===== config.mk =====
export PLATFORM = sky130hd
export DESIGN_NAME = mul_intf_flat
export DESIGN_NICKNAME = d
export VERILOG_FILES = /design/src/rtl/mul_intf_if.sv /design/src/rtl/mul_intf.sv /design/src/flat_wrapper.sv
export SDC_FILE = /design/constraint.sdc
export NUM_CORES = 1
export LEC_CHECK = 0
export CAP_MARGIN = 20
export CORE_AREA = 2 2 82 84
export DETAILED_ROUTE_END_ITERATION = 10
export DIE_AREA = 0 0 84 86
export PLACE_DENSITY = 0.9
export SYNTH_ARGS = -nofsm -noshare
export SYNTH_HDL_FRONTEND = slang
export SYNTH_SLANG_ARGS = --single-unit

===== constraint.sdc =====
create_clock -name clk -period 2.7 [get_ports clk]
set_clock_uncertainty 0.05 [all_clocks]
set_input_delay 0.405 -clock clk [delete_from_list [all_inputs] [get_ports clk]]
set_output_delay 0.405 -clock clk [all_outputs]
set_load 0.02 [all_outputs]

===== src/rtl/mul_intf_if.sv =====
// Operand/result handshake bundle for the sequential 8x8 multiplier.
// The producer or consumer side uses master; the multiplier uses slave.
interface mul_intf_if;
    logic        in_valid;
    logic        in_ready;
    logic [7:0]  a;
    logic [7:0]  b;
    logic        out_valid;
    logic        out_ready;
    logic [15:0] y;

    modport master (
        output in_valid, a, b, out_ready,
        input  in_ready, out_valid, y
    );

    modport slave (
        input  in_valid, a, b, out_ready,
        output in_ready, out_valid, y
    );
endinterface


===== src/rtl/mul_intf.sv =====
// Sequential 8x8 unsigned multiplier: radix-2 shift-add over eight cycles.
// Valid/ready handshakes are used on both the operand side and the result side.
module mul_intf (
    input  logic       clk,
    input  logic       rst_n,
    mul_intf_if.slave  bus,
    output logic [1:0] state_dbg
);
    // Handshake: a transfer happens on a rising edge where valid and ready are both 1.
    // Valid does not depend on ready. Operands are sampled only on the accepting edge.
    // The result is held in y until the consumer takes it.
    typedef enum logic [1:0] {
        IDLE = 2'd0,
        CALC = 2'd1,
        DONE = 2'd2
    } state_t;

    state_t      state;
    logic [15:0] a_reg;
    logic [7:0]  b_reg;
    logic [15:0] acc;
    logic [2:0]  cnt;
    logic [15:0] y_reg;
    logic        in_ready_reg;
    logic        out_valid_reg;
    logic [15:0] acc_next;

    // The add for the current edge is visible here, so the last CALC edge can load y with it.
    always_comb begin
        acc_next = acc;
        if (b_reg[0]) begin
            acc_next = acc + a_reg;
        end
    end

    always_ff @(posedge clk or negedge rst_n) begin
        if (!rst_n) begin
            state         <= IDLE;
            a_reg         <= 16'd0;
            b_reg         <= 8'd0;
            acc           <= 16'd0;
            cnt           <= 3'd0;
            y_reg         <= 16'd0;
            in_ready_reg  <= 1'b1;
            out_valid_reg <= 1'b0;
        end else begin
            case (state)
                IDLE: begin
                    if (bus.in_valid) begin
                        a_reg        <= {8'd0, bus.a};
                        b_reg        <= bus.b;
                        acc          <= 16'd0;
                        cnt          <= 3'd0;
                        in_ready_reg <= 1'b0;
                        state        <= CALC;
                    end
                end
                CALC: begin
                    acc   <= acc_next;
                    a_reg <= a_reg << 1;
                    b_reg <= b_reg >> 1;
                    cnt   <= cnt + 3'd1;
                    if (cnt == 3'd7) begin
                        y_reg         <= acc_next;
                        out_valid_reg <= 1'b1;
                        state         <= DONE;
                    end
                end
                DONE: begin
                    if (bus.out_ready) begin
                        out_valid_reg <= 1'b0;
                        in_ready_reg  <= 1'b1;
                        state         <= IDLE;
                    end
                end
                default: begin
                    out_valid_reg <= 1'b0;
                    in_ready_reg  <= 1'b1;
                    state         <= IDLE;
                end
            endcase
        end
    end

    assign bus.in_ready  = in_ready_reg;
    assign bus.out_valid = out_valid_reg;
    assign bus.y         = y_reg;
    assign state_dbg     = state;
endmodule


===== src/flat_wrapper.sv =====
// flat-port wrapper written by rule: the top's interface ports become plain ports
module mul_intf_flat 
  (clk, rst_n, state_dbg, bus_in_valid, bus_a, bus_b, bus_out_ready, bus_in_ready, bus_out_valid, bus_y);
  mul_intf_if bus_i ();
  input  logic clk;
  input  logic rst_n;
  output logic [1:0] state_dbg;
  input wire logic [$bits(bus_i.in_valid)-1:0] bus_in_valid;
  input wire logic [$bits(bus_i.a)-1:0] bus_a;
  input wire logic [$bits(bus_i.b)-1:0] bus_b;
  input wire logic [$bits(bus_i.out_ready)-1:0] bus_out_ready;
  output wire logic [$bits(bus_i.in_ready)-1:0] bus_in_ready;
  output wire logic [$bits(bus_i.out_valid)-1:0] bus_out_valid;
  output wire logic [$bits(bus_i.y)-1:0] bus_y;
  assign bus_i.in_valid = bus_in_valid;
  assign bus_i.a = bus_a;
  assign bus_i.b = bus_b;
  assign bus_i.out_ready = bus_out_ready;
  assign bus_in_ready = bus_i.in_ready;
  assign bus_out_valid = bus_i.out_valid;
  assign bus_y = bus_i.y;
  mul_intf u_core (.clk(clk), .rst_n(rst_n), .bus(bus_i), .state_dbg(state_dbg));
endmodule

==> results of run 1 <==
-- what timing repair did --
item,4_1_cts,5_1_grt
hold buffers,0,0
endpoints found under the hold margin,0,0
endpoints found under the setup margin,0,1
resized for setup,0,1
-- synthesized netlist by cell type, types with 2 or more instances --
cell type / count
a211oi_1: 3
a21o_1: 7
a21oi_1: 38
a22o_1: 19
a22oi_1: 13
a31oi_1: 2
and2_1: 2
and3_1: 8
buf_2: 3
clkbuf_1: 17
dfrtp_1: 62
ha_1: 17
inv_1: 3
mux2i_1: 8
nand2_1: 35
nand2b_1: 4
nand3_1: 2
nand4b_1: 3
nor2_1: 16
nor2b_1: 17
nor3_1: 3
nor3b_1: 2
o21ai_0: 23
o21ai_1: 16
o21bai_1: 2
xnor2_1: 10
xor2_1: 3
-- final cells by class --
cell class	count	share of cell area
inverters	5	0.00480
clock buffers	12	0.0348
multi-input cells	272	0.433
clock inverters	4	0.0108
well taps	77	0.0231
repair buffers	50	0.115
flip-flops and latches	63	0.378
-- per-stage QoR --
| step | hold slack [ns] | power (uW) | setup WS, ns | setup TNS, ns | std cells |
|---|---|---|---|---|---|
| floorplan | 0.0594 | 3110 | 0.400 | 0 | 361 |
| global placement | 0.408 | 3730 | 0.293 | 0 | 467 |
| detailed placement | 0.415 | 3830 | 0.213 | 0 | 467 |
| CTS | 0.0497 | 4640 | 0.201 | 0 | 483 |
| global route | 0.0766 | 4970 | -0.0225 | -0.0291 | 483 |
| finish | 0.0384 | 4650 | 0.0994 | 0 | 483 |
-- layer usage --
metal	wire length, um	part of all wire
met1	3530	0.44
met2	3940	0.49
met5	0	0
met3	459	0.057
met4	169	0.021
-- power breakdown --
part / switching (uW) / internal (uW)
combinational: 1240 / 1000
clock: 347 / 447
sequential: 316 / 1300
total: 1910 / 2750
-- path summary, 6_finish.rpt --
| check | end | slack (ns) |
|---|---|---|
| setup / recovery | u_core.bus.y[14] | 0.1 |
| hold / removal | u_core.b_reg[6] | 0.04 |
| setup reg to reg | u_core.bus.y[14] | 0.1 |
| hold reg to reg | u_core.bus.y[11] | 0.43 |
| max in group asynchronous | u_core.bus.y[7] | 1.95 |
| min in group clk | u_core.bus.y[11] | 0.43 |
-- cells by family (layout without fill, tap and decap cells) --
family / count (synthesis) / count (layout) / share of synthesized area
mux: 9 / 9 / 0.0262
compound gates: 135 / 135 / 0.248
simple gates: 97 / 97 / 0.143
xor+xnor: 13 / 13 / 0.0327
buf+inv: 26 / 71 / 0.0295
flops: 63 / 63 / 0.453
fa+ha+maj: 18 / 18 / 0.0669
==> flow_summary.json, run 1 <==
{
  "status": "finished clean",
  "cp_max_fo": 5,
  "yosys-top-cells-area": "dfrtp_1 (45%), ha_1 (6.1%), a21oi_1 (5.5%)",
  "yosysTopAreaCell": "dfrtp_1",
  "postSynthAreaPerCell_um2": 9.64,
  "peakVddDrop_v": 0.000508,
  "grt_use_met3": 0.0404,
  "powerDensity_nw_per_um2": 1120,
  "drc": 0,
  "grt_max_degree": 38,
  "relSlewSlack": 0.355,
  "clock_path_buffers": 2,
  "ios": 40,
  "die_h_um": 86,
  "gp_congestion": 0.899,
  "vias_per_cell": 6.19,
  "layout_commonest_cell": "dfrtp_1",
  "grt_antenna_before_repair": 0,
  "syn_nets": 399,
  "critPathCaptureType": "register",
  "num_antenna_cells": 0,
  "n_fill_cell": 479,
  "path_clk_slew_ns": 0.07,
  "cts.sinks": 63,
  "grtUsageMet1": 0.299,
  "crit_path_start_kind": "register",
  "area_delta_synth_final_pct": 19.8,
  "crit_path_top_delay_cell": "a2111oi_0",
  "syn-cell-area_um2": 3480,
  "cap_violations": 0,
  "leakagePower_uw": 0.00187,
  "crit_family": "compound AO/OA/AOI/OAI gates",
  "ys_seq_area_frac": 0.453,
  "synth_top_flop_cell": "dfrtp_1",
  "htreeDepth": 3,
  "cts_tree": "yes",
  "synthCells": 361,
  "fin_nets": 439,
  "arrival_ns": 2.77,
  "die_w_um": 84,
  "numCtsBuffers": 9,
  "utilization": 0.665,
  "wire_per_inst_um": 16.7,
  "path_cells": "ha_1 > a21o_1 > a21o_1 > a2111oi_0 > a21boi_2 > o31ai_1 > mux2i_1 > nand2_1",
  "row_count": 29,
  "first_iter_violations": 195,
  "grtUsageMet2": 0.387,
  "drtPass1Iterations": 4,
  "multi_input_area_um2": 1810,
  "grt_pass1_vias": 2872,
  "grt-ovfl-total": 0,
  "cts_setup_buffers": 0,
  "vias": 2989,
  "fin_area_um2": 4170,
  "r2r_cells": 8,
  "grtUsageTotal": 0.236,
  "hold_viol": 0,
  "grt_first_pass_wirelength_um": 13400,
  "criticalPathCategory": "reg -> reg",
  "max_freq_mhz": 385,
  "worstMarginPinSlew_ns": 0.966,
  "drv_slew": 0,
  "grt_busiest_layer": "met2",
  "placed_cell_area_um2": 3980,
  "start_util": 0.555,
  "io_buffers": 39,
  "crit_start": "u_core.a_reg[7]",
  "period_share": 0.963,
  "dieArea_um2": 7220,
  "synth.distinct_cells": 50,
  "root_buffer": "clkbuf_8",
  "r2r-start": "u_core.a_reg[7]",
  "clock_latency_ns": 0.34,
  "seq_area_um2": 1580,
  "synth-edff-count": 0,
  "hold_class": "in -> async",
  "async_flop_share": 1.00,
  "yosysTopAreaCellShare": 0.446,
  "cp.depth": 8,
  "min_period_ns": 2.60,
  "drtAntennaViolNets": 0,
  "core_area_um2": 6280,
  "crit_required_ns": 2.87,
  "finalWirelength_um": 8090,
  "drive_above_1_share": 0.0936,
  "mostFrequentLayoutCells": "dfrtp_1 (62), a21oi_1 (38), clkdlybuf4s50_1 (38)",
  "crit_buf_inv": 0,
  "worst_path_largest_cell_delay_ns": 0.49,
  "setup-violations-final": 0,
  "post-dp-hpwl_um": 5610,
  "ys_warn_count": 0,
  "critical_path.most_common_cell": "a21o_1",
  "ys_ff_latch": 63
}
Note: power is estimated with default switching activity, not from simulation.
==> inputs of run 2 (changes only) <==
--- a/constraint.sdc
+++ b/constraint.sdc
@@ -3,3 +3,3 @@
 set_input_delay 0.405 -clock clk [delete_from_list [all_inputs] [get_ports clk]]
 set_output_delay 0.405 -clock clk [all_outputs]
-set_load 0.02 [all_outputs]
+set_load 0.05 [all_outputs]
==> flow_summary.json, run 2 (same netlist as run 1, synthesis figures left out) <==
{
  "io_buffers": 39,
  "htreeDepth": 3,
  "peakVddDrop_v": 0.000593,
  "ios": 40,
  "min_period_ns": 2.56,
  "row_count": 29,
  "cap_violations": 0,
  "drc": 0,
  "drtPass1Iterations": 5,
  "grt-ovfl-total": 0,
  "first_iter_violations": 261,
  "setup-violations-final": 0,
  "area_delta_synth_final_pct": 20.1,
  "grt_max_degree": 39,
  "p_comb_frac": 0.515,
  "cts_resized": 0,
  "drtAntennaViolNets": 0,
  "hold_class": "in -> async",
  "num_antenna_cells": 0,
  "dieArea_um2": 7220,
  "core_area_um2": 6280,
  "utilization": 0.666,
  "max_freq_mhz": 391,
  "clock_path_buffers": 2,
  "worstReg2RegEnd": "u_core.bus.y[10]",
  "crit_required_ns": 2.92,
  "criticalPathCategory": "reg -> reg",
  "hold_ws_ns": 0.0223,
  "drive_above_1_share": 0.0978,
  "grt_first_pass_wirelength_um": 13400,
  "vias_per_cell": 6.01,
  "cts.sinks": 63,
  "clock_latency_ns": 0.34,
  "r2r_cells": 9,
  "worstMarginPinSlew_ns": 1.03,
  "cts_setup_buffers": 0,
  "clkPwrFrac": 0.159,
  "die_h_um": 86,
  "p_int_uw": 2730,
  "gp_congestion": 0.882,
  "layout_commonest_cell": "dfrtp_1",
  "critPathCaptureType": "register",
  "powerDensity_nw_per_um2": 1170,
  "status": "finished clean",
  "path_clk_slew_ns": 0.07,
  "sequentialPowerShare": 0.326,
  "p_sw_uw": 2180,
  "post-dp-hpwl_um": 5690,
  "total_power_uw": 4910,
  "cts_tree": "yes",
  "period_share": 0.947,
  "rsz0062_at_grt": "yes",
  "swShare": 0.445,
  "mostFrequentLayoutCells": "dfrtp_1 (62), a21oi_1 (38), clkdlybuf4s50_1 (38)",
  "grt_antenna_before_repair": 0,
  "root_buffer": "clkbuf_8",
  "vias": 2920,
  "hold_viol": 0,
  "cp_max_fo": 4,
  "wire_per_inst_um": 16.9,
  "leakagePower_uw": 0.00188,
  "drv_slew": 0,
  "grt_pass1_vias": 2806,
  "r2r_slack_ns": 0.14,
  "hold_buffers": 0,
  "relSlewSlack": 0.310,
  "r2r-start": "u_core.a_reg[0]",
  "die_w_um": 84,
  "grtUsageTotal": 0.235,
  "crit_path_start_kind": "register",
  "numCtsBuffers": 9,
  "arrival_ns": 2.77,
  "fin_nets": 442,
  "start_util": 0.555,
  "finalWirelength_um": 8200
}
-- run 2: final cells by class --
class                      instances  area [um2]
sequential                        63        1580
tap                               77        96.3
multi-input combinational        272        1800
inverter                           5        20.0
timing repair buffer              53         503
clock buffer                      11         131
clock inverter                     5        50.0
fill                             506        2100
-- run 2: critical path, cell delays in order, from the launching register on --
cell	delay [ns]
dfrtp_1	0.42
ha_1	0.22
fa_1	0.42
a21o_1	0.19
a21oi_1	0.22
o21ai_1	0.17
a221oi_1	0.33
xnor2_1	0.20
mux2i_1	0.12
o21ai_1	0.12
-- run 2: per-layer routing --
layer  part of all wire  wire (um)  up-vias  GRT usage
met4              0.019        155        0      0.103
met2               0.48       3970      115      0.385
met5                  0          0        -          0
met1               0.44       3640     1386      0.310
met3              0.053        433       19     0.0414
li1                   -          -     1400          -
-- run 2: worst max-delay path by stage --
stage                       end  slack (ns)  cells after the start       startpoint
3_3_place_gp     u_core.acc[10]        0.29                      8    u_core.acc[0]
5_1_grt        u_core.bus.y[10]      -0.006                      9  u_core.a_reg[0]
2_1_floorplan    u_core.acc[15]        0.40                      8    u_core.acc[8]
6_report       u_core.bus.y[10]        0.14                      9  u_core.a_reg[0]
4_1_cts        u_core.bus.y[10]        0.14                      9  u_core.a_reg[0]
3_5_place_dp     u_core.acc[10]        0.22                      8  u_core.a_reg[0]
-- run 2: power groups by stage --
stage	sequential (uW)	clock, uW	combinational, uW
final	1600	782	2530
after CTS	1590	789	2510
after floorplan	1930	0	1440
after detailed placement	1610	0	2500
after global routing	1640	827	2740
after global placement	1580	0	2400
-- run 2: stage by stage --
| stage | TNS [ns] | setup WS (ns) | instance area (um2) | std cells |
|---|---|---|---|---|
| floorplan | 0 | 0.399 | 3480 | 361 |
| global placement | 0 | 0.295 | 4000 | 470 |
| detailed placement | 0 | 0.217 | 4000 | 470 |
| CTS | 0 | 0.137 | 4180 | 486 |
| global route | -0.00608 | -0.00608 | 4180 | 486 |
| finish | 0 | 0.143 | 4180 | 486 |
==> inputs of run 3 (changes only) <==
Settings changed: CAP_MARGIN 20 to unset, CORE_AREA 2 2 82 84 to 2 2 75 92, DIE_AREA 0 0 84 86 to 0 0 77 94, PLACE_DENSITY 0.9 to 0.89, SLEW_MARGIN set to 20.
==> flow_summary.json, run 3 (same netlist as run 1, synthesis figures left out) <==
{
  "die_h_um": 94,
  "drc": 0,
  "area_delta_synth_final_pct": 20.5,
  "start_util": 0.550,
  "cts_setup_buffers": 0,
  "layout_commonest_cell": "dfrtp_1",
  "first_iter_violations": 215,
  "max_freq_mhz": 396,
  "vias": 2894,
  "peakVddDrop_v": 0.000732,
  "path_cells": "ha_1 > fa_1 > a21o_1 > a21oi_1 > o21ai_1 > a221oi_1 > xnor2_1 > a22o_1",
  "path_clk_slew_ns": 0.07,
  "grt_max_degree": 39,
  "grt_pass1_vias": 2809,
  "period_share": 0.935,
  "num_antenna_cells": 0,
  "crit_buf_inv": 0,
  "vias_per_cell": 5.87,
  "grt-ovfl-total": 0,
  "sequentialPowerShare": 0.327,
  "wire_per_inst_um": 16.8,
  "finalWirelength_um": 8300,
  "root_buffer": "clkbuf_8",
  "setup-violations-final": 0,
  "gp_congestion": 0.878,
  "crit_family": "compound AO/OA/AOI/OAI gates",
  "powerDensity_nw_per_um2": 1180,
  "clkPwrFrac": 0.163,
  "worst_path_largest_cell_delay_ns": 0.41,
  "dieArea_um2": 7240,
  "p_int_uw": 2740,
  "drtAntennaViolNets": 0,
  "fin_nets": 441,
  "arrival_ns": 2.71,
  "n_fill_cell": 542,
  "utilization": 0.663,
  "rsz0062_at_grt": "no",
  "cts_tree": "yes",
  "post-dp-hpwl_um": 5780,
  "htreeDepth": 3,
  "status": "finished clean",
  "cts_resized": 0,
  "crit_required_ns": 2.89,
  "min_period_ns": 2.53,
  "drtPass1Iterations": 4,
  "hold_ws_ns": 0.0223,
  "cap_violations": 0,
  "critPathCaptureType": "register",
  "core_area_um2": 6330,
  "grt_first_pass_wirelength_um": 14000,
  "p_sw_uw": 2190,
  "crit_path_start_kind": "register",
  "grtUsageTotal": 0.251,
  "row_count": 32,
  "drive_above_1_share": 0.0980,
  "hold_viol": 0,
  "criticalPathCategory": "reg -> reg",
  "leakagePower_uw": 0.00188,
  "relSlewSlack": 0.285,
  "cts.sinks": 63,
  "clock_latency_ns": 0.35,
  "grt_antenna_before_repair": 0,
  "mostFrequentLayoutCells": "dfrtp_1 (62), a21oi_1 (38), clkdlybuf4s50_1 (38)",
  "worstMarginPinSlew_ns": 1.07,
  "ios": 40,
  "hold_class": "in -> async",
  "p_comb_frac": 0.510,
  "io_buffers": 39,
  "swShare": 0.444,
  "crit_path_top_delay_cell": "fa_1",
  "die_w_um": 77,
  "numCtsBuffers": 9,
  "clock_path_buffers": 2,
  "cp_max_fo": 4,
  "drv_slew": 0,
  "hold_buffers": 0,
  "setup_tns_ns": 0
}
==> run 3: final cells by class <==
cell class | instances | area (um2) | area share
Multi-Input combinational cell | 272 | 1800 | 0.429
Sequential cell | 63 | 1580 | 0.376
Timing Repair Buffer | 52 | 495 | 0.118
Clock buffer | 14 | 183 | 0.0435
Tap cell | 85 | 106 | 0.0254
Inverter | 5 | 20.0 | 0.00477
Clock inverter | 2 | 12.5 | 0.00298
==> run 3: path summary, 6_finish.rpt <==
kind | from | endpoint | slack [ns] | cells past startpoint
worst max-delay path | u_core.acc[0] | u_core.acc[10] | 0.17 | 8
worst min-delay path | rst_n | u_core.acc[13] | 0.02 | 1
worst max register to register | u_core.acc[0] | u_core.acc[10] | 0.17 | 8
worst min register to register | u_core.bus.y[11] | u_core.bus.y[11] | 0.43 | 1
max in group asynchronous | rst_n | u_core.bus.in_ready | 1.90 | 2
min in group clk | u_core.bus.y[11] | u_core.bus.y[11] | 0.43 | 1
==> run 3: layer usage <==
layer  vias to the layer above  share of wire  global-route usage
met5                         -              0                   0
met4                         0          0.022               0.128
met3                        13          0.049              0.0462
met2                        86           0.49               0.407
met1                      1393           0.44               0.324
li1                       1402              -                   -
==> run 3: stage by stage <==
stage,cell area [um2],worst slack (ns),cells,power (uW)
final,4200,0.175,493,4940
after detailed placement,4000,0.211,477,4120
after CTS,4200,0.188,493,4940
after global placement,4000,0.288,477,4030
after floorplan,3480,0.399,361,3370
after global routing,4200,0.0353,493,5260
==> run 3: power groups by stage <==
stage | clock (uW) | combinational (uW) | sequential, uW
floorplan | 0 | 1440 | 1930
global placement | 0 | 2430 | 1600
detailed placement | 0 | 2500 | 1630
CTS | 812 | 2510 | 1610
global route | 859 | 2750 | 1660
finish | 804 | 2520 | 1620
